[src/rtl/lock_reset_sequencer.sv]
// Qualifies the PLL locked indication, then releases the downstream system reset.
// Any loss of lock in RUN re-asserts reset and is logged in a sticky flag and saturating counter.
module lock_reset_sequencer #(
    parameter int unsigned LOCK_CYCLES = 16,
    parameter int unsigned HOLD_CYCLES = 8,
    parameter int unsigned COUNT_WIDTH = 8
) (
    input  logic                   clock,
    input  logic                   reset,
    input  logic                   locked_in,
    input  logic                   clear_lost,
    output logic                   sys_reset_out,
    output logic                   ready,
    output logic                   lost_lock,
    output logic [COUNT_WIDTH-1:0] loss_count
);

    localparam int unsigned MaxCycles = (LOCK_CYCLES > HOLD_CYCLES) ? LOCK_CYCLES : HOLD_CYCLES;
    localparam int unsigned CntWidth  = $clog2(MaxCycles + 1);

    localparam logic [CntWidth-1:0]    LockLast = CntWidth'(LOCK_CYCLES);
    localparam logic [CntWidth-1:0]    HoldLast = CntWidth'(HOLD_CYCLES);
    localparam logic [CntWidth-1:0]    CntOne   = CntWidth'(1);
    localparam logic [COUNT_WIDTH-1:0] LossOne  = COUNT_WIDTH'(1);

    typedef enum logic [1:0] {
        StWaitLock,
        StQualify,
        StHold,
        StRun
    } state_e;

    state_e                 state_q, state_d;
    logic [CntWidth-1:0]    cnt_q, cnt_d;
    logic                   sync1_q, locked_s;
    logic                   sys_reset_q, sys_reset_d;
    logic                   ready_q, ready_d;
    logic                   lost_lock_q, lost_lock_d;
    logic [COUNT_WIDTH-1:0] loss_count_q, loss_count_d;
    logic                   loss_event;

    // State register, two-flop synchroniser and registered outputs.
    always_ff @(posedge clock) begin
        if (reset) begin
            sync1_q      <= 1'b0;
            locked_s     <= 1'b0;
            state_q      <= StWaitLock;
            cnt_q        <= '0;
            sys_reset_q  <= 1'b1;
            ready_q      <= 1'b0;
            lost_lock_q  <= 1'b0;
            loss_count_q <= '0;
        end else begin
            sync1_q      <= locked_in;
            locked_s     <= sync1_q;
            state_q      <= state_d;
            cnt_q        <= cnt_d;
            sys_reset_q  <= sys_reset_d;
            ready_q      <= ready_d;
            lost_lock_q  <= lost_lock_d;
            loss_count_q <= loss_count_d;
        end
    end

    // Next-state and qualification counter.
    always_comb begin
        state_d = state_q;
        cnt_d   = cnt_q;
        unique case (state_q)
            StWaitLock: begin
                cnt_d = '0;
                if (locked_s) begin
                    state_d = StQualify;
                    cnt_d   = CntOne;
                end
            end
            StQualify: begin
                if (!locked_s) begin
                    state_d = StWaitLock;
                    cnt_d   = '0;
                end else if (cnt_q == LockLast) begin
                    state_d = StHold;
                    cnt_d   = CntOne;
                end else begin
                    cnt_d = cnt_q + CntOne;
                end
            end
            StHold: begin
                if (!locked_s) begin
                    state_d = StWaitLock;
                    cnt_d   = '0;
                end else if (cnt_q == HoldLast) begin
                    state_d = StRun;
                    cnt_d   = '0;
                end else begin
                    cnt_d = cnt_q + CntOne;
                end
            end
            StRun: begin
                cnt_d = '0;
                if (!locked_s) begin
                    state_d = StWaitLock;
                end
            end
            default: begin
                state_d = StWaitLock;
                cnt_d   = '0;
            end
        endcase
    end

    assign loss_event = (state_q == StRun) && !locked_s;

    // Outputs are decoded from the current state so that reset drops one edge after RUN is
    // entered, yet re-asserts on the very edge that observes the loss.
    always_comb begin
        sys_reset_d  = 1'b1;
        ready_d      = 1'b0;
        lost_lock_d  = lost_lock_q;
        loss_count_d = loss_count_q;

        if ((state_q == StRun) && locked_s) begin
            sys_reset_d = 1'b0;
            ready_d     = 1'b1;
        end

        // A loss on the same edge as a clear wins: the clear applies first, then the count.
        if (loss_event) begin
            lost_lock_d = 1'b1;
            if (clear_lost) begin
                loss_count_d = LossOne;
            end else if (loss_count_q != '1) begin
                loss_count_d = loss_count_q + LossOne;
            end
        end else if (clear_lost) begin
            lost_lock_d  = 1'b0;
            loss_count_d = '0;
        end
    end

    assign sys_reset_out = sys_reset_q;
    assign ready         = ready_q;
    assign lost_lock     = lost_lock_q;
    assign loss_count    = loss_count_q;

endmodule
[config.mk]
export PLATFORM = sky130hd
export DESIGN_NAME = lock_reset_sequencer
export DESIGN_NICKNAME = d
export VERILOG_FILES = /design/src/rtl/lock_reset_sequencer.sv
export SDC_FILE = /design/constraint.sdc
export NUM_CORES = 1
export LEC_CHECK = 0
export CORE_MARGIN = 2
export CORE_UTILIZATION = 40
export DETAILED_ROUTE_END_ITERATION = 16
export PLACE_DENSITY_LB_ADDON = 0.12
export SETUP_SLACK_MARGIN = 0.3
export SYNTH_ARGS = -nofsm -noshare
export SYNTH_HDL_FRONTEND = slang
export SYNTH_SLANG_ARGS = --single-unit
[constraint.sdc]
create_clock -name clock -period 3.75 [get_ports clock]
set_input_delay 0.375 -clock clock [delete_from_list [all_inputs] [get_ports clock]]
set_output_delay 0.375 -clock clock [all_outputs]
set_load 0.1 [all_outputs]
==> results_dict.tcl <==
set metrics [dict create \
    rsz0062_at_grt "false" \
    yosysSeqAreaShare_pct 40.1 \
    max_stage_delay_ns 1.20 \
    ys_warn_count 0 \
    synth_top_family_by_area "simple AND/OR/NAND/NOR gates" \
    drc_errors 0 \
    pin_count 15 \
    yosys.area.top_type_share_pct 40.1 \
    post_dp_cell_area_mm2 0.00116 \
    vias 853 \
    setup_ws_ns 1.34 \
    grt_pass1_vias 732 \
    synthAdderAreaFrac_pct 3.76 \
    p_total_uw 408 \
    post-place-cells 148 \
    wl_um 2070 \
    drt_pre_antenna_iters 4 \
    cts_htree_levels 1 \
    numCtsBuffers 3 \
    grt_remaining_overflow 0 \
    hold_buffers 0 \
    fmax_mhz 415 \
    grt_usage_pct 15.7 \
    die_y_um 54.0 \
    min_period_ns 2.41 \
    grt_max_degree 13 \
    irDropWorstVdd_mv 0.230 \
    pwr-share-comb_pct 3.0 \
    synth_area_um2 998 \
    clk_latency_ns 0.31 \
    syn_inst 108 \
    area_delta_synth_final_pct 21.2 \
    cp_data_required_time_ns 3.38 \
    port_buffers 14 \
    layoutNonFillerInstCount 152 \
    critPathTopFamily "buffers and inverters" \
    antenna_cells 0 \
    synth_compound_area_share_pct 15.7 \
    finalHoldViolCount 0 \
    final_area_mm2 0.00121 \
    hp-class "reg2reg" \
    worstSetupStartpointType "flip-flop" \
    post_cts_resized 0 \
    synth_edf_count 0 \
    dpl.hpwl_um 1520 \
    crit_chain "clkdlybuf4s50_1" \
    synth_largest_area_cell "dfxtp_1" \
    p_leak_nw 0.410 \
    cts_root_buffer "clkbuf_4" \
    post_cts_buffers 0 \
    fin_hold_ws_ns 0.452 \
    synth_fp_nets 115 \
    yosys-top-cells-area "dfxtp_1 (40%), ha_1 (3.8%), nor2b_1 (3.1%), mux2i_1 (3.0%), nand3_1 (3.0%)" \
    netSwitchingPower_uw 79.2 \
    skew_ns 0.00567 \
    maxCapViolations 0 \
    synth_seq_cells 20 \
    async_flop_share_pct 0 \
    start_util_pct 41.4 \
    detail-route-antenna-nets 0 \
    clk_pin_slew_worst_paths_ns 0.12 \
    internal-power_uw 328 \
    fin_setup_tns_ns 0 \
    antenna_found_initial 0 \
    cp-end-kind "output port" \
    p_clk_share_pct 44.1 \
    worstPathMaxFanout 10 \
    slowest_stage "clkdlybuf4s50_1" \
    ctsLongestPathBuffers 2 \
    crit_buf_inv 1 \
    postSynthAreaPerCell_um2 9.24 \
    outcome "finished clean" \
    dieWidth_um 54.0 \
    yosys.area_share.simple_pct 30.3 \
    p_sw_share_pct 19.4 \
    fillers 220 \
    synthFlopType "dfxtp_1" \
    synthXorXnorAreaFrac_pct 2.63 \
    wl_per_cell_um 13.6 \
    synth_cell_types 41 \
    period_share_pct 64.3 \
    drt-initial-drc-count 19 \
    drive_above_1_share_pct 6.56 \
    slew_headroom_pct 34.9 \
    dieArea_mm2 0.00291 \
    numClockSinks 20 \
    crit_arrival_ns 2.04 \
    slew_violations 0 \
    gp_congestion 0.862 \
    synth.area.mux_share_pct 3.01 \
    register_area_um2 400 \
    cts_tree "built" \
    setup_violations 0 \
    core-area_mm2 0.00241 \
    via_per_inst 5.61 \
    p_per_area_mw_per_mm2 337 \
    p_seq_share_pct 52.9 \
    preCtsSetupSlack_ns 1.70 \
    nets 130 \
    multiInputGateArea_um2 553 \
    grt_first_pass_wirelength_um 3280 \
    crit_type "reg2out" \
    finish.utilization_pct 50.2 \
    worst_slew_pin_slew_ns 0.973 \
    row_count 18 \
]
[synth_stat cells, types with 3 or more instances]
cell,number
nor2b_1,5
nand3_1,6
nand2b_1,4
nor3_1,4
nor2_1,3
a211oi_1,3
nand2_1,6
dfxtp_1,20
ha_1,3
inv_1,7
mux2i_1,3
buf_2,3
a21oi_1,4
[routing by layer]
| layer | global-route usage, % | vias to the layer above | wire [µm] |
|---|---|---|---|
| li1 | - | 423 | - |
| met1 | 21.5 | 407 | 1070 |
| met2 | 22.6 | 19 | 891 |
| met3 | 3.89 | 4 | 80 |
| met4 | 7.69 | 0 | 32 |
| met5 | 0 | - | 0 |
[cells by family (layout without fill, tap and decap cells)]
logic type,Yosys count,in the layout
mux,3,3
buf+inv,11,25
compound gates,20,20
simple gates,48,48
flops,20,20
xor+xnor,3,3
fa+ha+maj,3,3
[power by group through the flow]
stage                     combinational (mW)  sequential [mW]  clock, mW
after detailed placement              0.0124            0.220          0
after global routing                  0.0137            0.216      0.191
after floorplan                      0.00701            0.220          0
final                                 0.0123            0.215      0.180
after CTS                             0.0124            0.215      0.183
after global placement                0.0122            0.220          0
[layout by cell type (no fill, tap or decap), types with 4 or more instances in the layout]
| cell type | netlist | layout |
|---|---|---|
| inv_1 | 7 | 7 |
| nand2b_1 | 4 | 4 |
| dfxtp_1 | 20 | 20 |
| clkdlybuf4s50_1 | 0 | 14 |
| a21oi_1 | 4 | 4 |
| nand2_1 | 6 | 6 |
| nand3_1 | 6 | 6 |
| nor3_1 | 4 | 4 |
| nor2b_1 | 5 | 5 |
[registers in the layout, indices dropped and copies added (netlist names)]
register       flops
lost_lock          1
loss_count         8
sys_reset_out      1
locked_s           1
ready              1
sync1_q            1
state_q            2
cnt_q              5
[worst paths after layout]
path,from,endpoint,slack (ns),cells past startpoint
hold reg to reg,sync1_q$_SDFF_PP0_,locked_s$_SDFF_PP0_,0.45,1
setup / recovery,loss_count[7]$_SDFFE_PP0P_,loss_count[7],1.34,1
hold / removal,sync1_q$_SDFF_PP0_,locked_s$_SDFF_PP0_,0.45,1
setup reg to reg,loss_count[0]$_SDFFE_PP0P_,loss_count[0]$_SDFFE_PP0P_,2.19,4
[final cells by class]
class / instances / share of cell area [%]
multi-input combinational: 77 / 45.7
sequential: 20 / 33.1
timing repair buffer: 14 / 11.6
tap: 30 / 3.10
clock inverter: 1 / 2.48
inverter: 7 / 2.17
clock buffer: 3 / 1.86
(Power assumes the default switching activity.)
==> edit 1: new RTL, config.mk and constraints unchanged <==
Set the parameter `LOCK_CYCLES` to 8 (it was 16).
--- a/src/rtl/lock_reset_sequencer.sv
+++ b/src/rtl/lock_reset_sequencer.sv
@@ -1,7 +1,7 @@
 // Qualifies the PLL locked indication, then releases the downstream system reset.
 // Any loss of lock in RUN re-asserts reset and is logged in a sticky flag and saturating counter.
 module lock_reset_sequencer #(
-    parameter int unsigned LOCK_CYCLES = 16,
+    parameter int unsigned LOCK_CYCLES = 8,
     parameter int unsigned HOLD_CYCLES = 8,
     parameter int unsigned COUNT_WIDTH = 8
 ) (
Formal check against the unedited RTL: same outputs for any inputs over 10 cycles, from zero or initial values and one cycle with reset high; that may be too few to reach the edited logic, so the function may still have changed.
==> edit 1 against the original RTL <==
  * Register-to-register slack improved by 0.04 ns
  * Core utilization rose by 0.28 points
  * Combinational power rose by 5%
  * Synthesized area fell by 7.6%
  * Sequential cell count fell by 1
  * Power fell by 21%
  * Design area fell by 8.6%
  * Wire length fell by 14%
  * Via count fell by 13%
  * Worst setup slack improved by 0.071 ns
  * Non-clock buffer count did not move
  * Synthesized cell count fell by 9.3%
  * Critical endpoint is now loss_count[2]
==> edit 1: results (changes against the original RTL) <==
outcome -> completed
setup slack, reg-to-reg -> 2.23 ns (+0.04 ns)
layout cells sized above 1 -> 0.07080 (+0.005223)
met3 wire len -> 41 um (-49%)
crit path from -> loss_count[2]$_SDFFE_PP0P_
wire length on met2 -> 870 um (-2.4%)
worst hold slack -> 0.4585 ns (+0.006606 ns)
Max Used Layer -> met4
DRT met1 WL -> 852 um (-20%)
slew margin rel. -> 0.3520 (+0.002698)
cts repair resizes -> 0 (unchanged)
P_sw -> 0.07066 mW (-11%)
postcts setup bufs -> 0 (unchanged)
Highest Clock Rate -> 0.4275 GHz (+3.0%)
Layout Nets -> 121 (-6.9%)
Syn Nets -> 105 (-8.7%)
first-pass GRT wire length -> 3077 um (-6.1%)
Hold Path Stages -> 1 (unchanged)
vias in the first global route -> 693 (-5.3%)
Largest register FFs -> 8 (unchanged)
Worst Setup EP -> loss_count[2]
Leak -> 0.4065 nW (-0.74%)
Clock Latency Late Sink -> 0.30 ns
synth top area cells -> dfxtp_1 (41%), mux2i_1 (5.4%), ha_1 (4.1%), nand2_1 (3.7%), nor2b_1 (3.4%)
routed vias -> 746 (-13%)
M2 GR Usage -> 0.2363 (+0.01068)
M1 GR Usage -> 0.2004 (-0.01454)
Final Skew -> 0.008265 ns (+0.002599 ns)
Global Route Usage Sum -> 0.1522 (-0.004348)
most instantiated cells after synthesis -> dfxtp_1 (19), nand2_1 (9), inv_1 (7)
DR iter-0 viols -> 12 (-7)
critical path's top delay family -> buffers and inverters
hold path start -> sync1_q$_SDFF_PP0_
crit path DAT -> 1.96 ns (-0.08 ns)
post-synthesis sequential area ratio -> 0.4125 (+0.01148)
largest net degree at the start of global routing -> 12 (-1)
Critical Path Fanout Max -> 8 (-2)
Unique masters post-synth -> 34 (-17%)
CTS Buffer Depth -> 2 (unchanged)
gpl congestion -> 0.7751 (-10%)
critical path's largest stage delay -> 1.19 ns
worst reg2reg path endpoint -> loss_count[0]$_SDFFE_PP0P_
VDD IR max -> 208.8 uV (-9.4%)
Place WS -> 1.761 ns (+0.06503 ns)
Post-DP HPWL -> 1281 um (-16%)
drt wl/cell -> 12.65 um (-7.1%)
worst r2r src -> loss_count[0]$_SDFFE_PP0P_
met3 GRT Util -> 0.02586 (-0.01303)
[edit 1: changes by cell type in the layout (fill, tap and decap cells not counted), sizes merged, moves of 2 or more]
| cell | delta |
|---|---|
| nand2b | -2 |
| nand4 | -2 |
| a31oi | -3 |
| nand2 | +3 |
| and2 | -2 |
| a311oi | -2 |
| and4 | -2 |
| mux2i | +2 |
| nor3 | -2 |
[edit 1: layout make-up]
| class | count | area [um2] |
|---|---|---|
| inverters | 7 | 26.28 |
| multi-input cells | 69 | 496.7 |
| clock inverters | 1 | 5.005 |
| clock buffers | 3 | 22.52 |
| repair buffers | 14 | 140.1 |
| well taps | 28 | 35.03 |
| fillers | 218 | 1085 |
| flip-flops and latches | 19 | 380.4 |
[edit 1: power by group through the flow]
stage	Sequential (mW)	Clock, mW	Combinational (mW)
after detailed placement	0.209	0	0.0129
after CTS	0.205	0.109	0.0130
after floorplan	0.208	0	0.00826
after global routing	0.205	0.112	0.0144
after global placement	0.209	0	0.0127
final	0.205	0.103	0.0129
[edit 1: logic make-up after synthesis]
group	count (synthesis)	share of synthesized area
and+or+nand+nor	42	0.2768
DFF	19	0.4125
AOI/OAI and AO/OA	16	0.1384
buffers and inverters	10	0.04884
muxes	5	0.05428
xor gates and xnor gates	3	0.02850
adders and majority gates	3	0.04071
[edit 1: per-stage QoR]
| step | utilization | cells | instance area, um2 |
|---|---|---|---|
| after floorplan | - | 98 | 922.1 |
| after global placement | 0.4923 | 137 | 1079 |
| after detailed placement | 0.4923 | 137 | 1079 |
| after CTS | 0.5049 | 141 | 1106 |
| after global routing | 0.5049 | 141 | 1106 |
| final | 0.5049 | 141 | 1106 |
==> edit 2: new RTL, same flow settings <==
Without the edit above. Register the output `loss_count` once more, without a reset; this adds one clock of latency there. The other outputs are not delayed to match.
--- a/src/rtl/lock_reset_sequencer.sv
+++ b/src/rtl/lock_reset_sequencer.sv
@@ -141,6 +141,8 @@
     assign sys_reset_out = sys_reset_q;
     assign ready         = ready_q;
     assign lost_lock     = lost_lock_q;
-    assign loss_count    = loss_count_q;
+    always_ff @(posedge clock) begin
+        loss_count <= loss_count_q;
+    end
 
 endmodule
Check against the original RTL: same outputs for any inputs over 10 cycles, from zero or initial values and one cycle with reset high; that may be too few to reach the edited logic, so the function may still have changed.
==> edit 2 against the original RTL <==
  * Sequential power up 40%
  * Die area up 9.7%
  * Power up 5.4%
  * Synthesized area up 11%
  * Wire length down 9.1%
  * Sequential cell count up 8
  * Worst setup slack better by 0.24 ns
  * Design area up 7.4%
  * Critical endpoint is now lost_lock
  * Largest cell class is now registers
==> edit 2: results (changes against the original RTL) <==
worst hold slack -> 0.3955 ns (-0.05632 ns)
layout cells sized above 1 -> 0.03937 (-0.02620)
wire length on met2 -> 803 um (-9.9%)
Post-Synth Adder-Cell Area -> 0.03401 (-0.003580)
HP Class -> flop to flop
Leak -> 0.4658 nW (+14%)
Synth Area in XOR/XNOR -> 0.02381 (-0.002506)
Layout Nets -> 136 (+4.6%)
Avg Inst Size Synth -> 9.942 um2 (+7.5%)
DR iter-0 viols -> 17 (-2)
cts repair resizes -> 0 (unchanged)
synth top area cells -> dfxtp_1 (51%), mux2i_1 (3.6%), ha_1 (3.4%), inv_1 (3.4%), nand2_1 (2.4%)
routed vias -> 837 (-1.9%)
initial antenna violation count -> 0 (unchanged)
first-pass GRT wire length -> 3222 um (-1.7%)
setup slack, reg-to-reg -> 2.32 ns (+0.13 ns)
Place WS -> 1.933 ns (+0.2366 ns)
Post-DP HPWL -> 1399 um (-7.9%)
hold path start -> loss_count_q[0]$_SDFFE_PP0P_
most instantiated cells after synthesis -> dfxtp_1 (28), inv_1 (10), nand2_1 (7)
worst reg2reg path endpoint -> loss_count_q[3]$_SDFFE_PP0P_
met3 wire len -> 71 um (-11%)
Worst-Margin Slew -> 0.9695 ns (-0.003466 ns)
yosys warns -> 0 (unchanged)
share of synthesized area spent on multiplexers -> 0.03628 (+0.006206)
Hold Path Stages -> 0 (-1)
Final Skew -> 0.003744 ns (-0.001921 ns)
Worst Hold Endpoint -> loss_count[0]$_DFF_P_
drt wl/cell -> 11.91 um (-13%)
H-tree levels -> 1 (unchanged)
fraction of the mapped netlist area in compound gates -> 0.1315 (-0.02512)
gpl congestion -> 0.8275 (-4.0%)
VDD IR max -> 165.2 uV (-28%)
largest net degree at the start of global routing -> 15 (+2)
Global Route Usage Sum -> 0.1260 (-0.03050)
critical path's largest stage delay -> 1.13 ns (-0.07 ns)
post-synthesis sequential area ratio -> 0.5079 (+0.1069)
outcome -> completed
vias in the first global route -> 752 (+2.7%)
Syn Nets -> 118 (+2.6%)
crit path DAT -> 1.79 ns (-0.25 ns)
Critical Path Fanout Max -> 2 (-8)
worst r2r src -> loss_count_q[0]$_SDFFE_PP0P_
clock slew at reported path FFs -> 0.13 ns
critical path's top delay family -> buffers and inverters
Unique masters post-synth -> 34 (-17%)
fraction of registers with async set or reset after synthesis -> 0 (unchanged)
DRT met1 WL -> 984 um (-7.6%)
CTS Buf Count -> 3 (unchanged)
[edit 2: cell type report]
type | count | area [um2]
clock buffer | 3 | 22.52
fill | 252 | 1386
inverter | 10 | 37.54
multi-input combinational | 72 | 500.5
sequential | 28 | 560.5
tap | 31 | 38.79
timing repair buffer | 14 | 140.1
[edit 2: through the flow]
stage	cells	power, mW	instance area [um2]
finish	158	0.4293	1300
global route	158	0.4505	1300
CTS	158	0.4376	1300
detailed placement	155	0.3197	1277
global placement	155	0.3194	1277
floorplan	111	0.3130	1104
[edit 2: per-layer routing]
layer | global-route usage | vias to the layer above
met5 | 0 | -
met4 | 0.06122 | 0
met3 | 0.02074 | 2
met2 | 0.1927 | 18
met1 | 0.1717 | 380
li1 | - | 437
[edit 2: kinds of logic (layout without fill, tap and decap cells)]
logic type,Yosys count,after routing
AOI/OAI and AO/OA,21,21
buffers and inverters,11,27
adders and majority gates,3,3
and+or+nand+nor,41,41
muxes,4,4
xor gates and xnor gates,3,3
DFF,28,28
[edit 2: power by group]
part	total [mW]	internal, mW	switching [mW]
Combinational	0.0128	0.00636	0.00644
Sequential	0.300	0.299	0.00128
Clock	0.116	0.0375	0.0787
Total	0.429	0.343	0.0864
[edit 2: worst max path at each step]
stage / startpoint / end / slack [ns]
CTS: lost_lock$_SDFFE_PP0P_ / lost_lock / 1.56
finish: lost_lock$_SDFFE_PP0P_ / lost_lock / 1.58
global route: lost_lock$_SDFFE_PP0P_ / lost_lock / 1.52
floorplan: lost_lock$_SDFFE_PP0P_ / lost_lock / 2.45
global placement: lost_lock$_SDFFE_PP0P_ / lost_lock / 1.94
detailed placement: lost_lock$_SDFFE_PP0P_ / lost_lock / 1.93
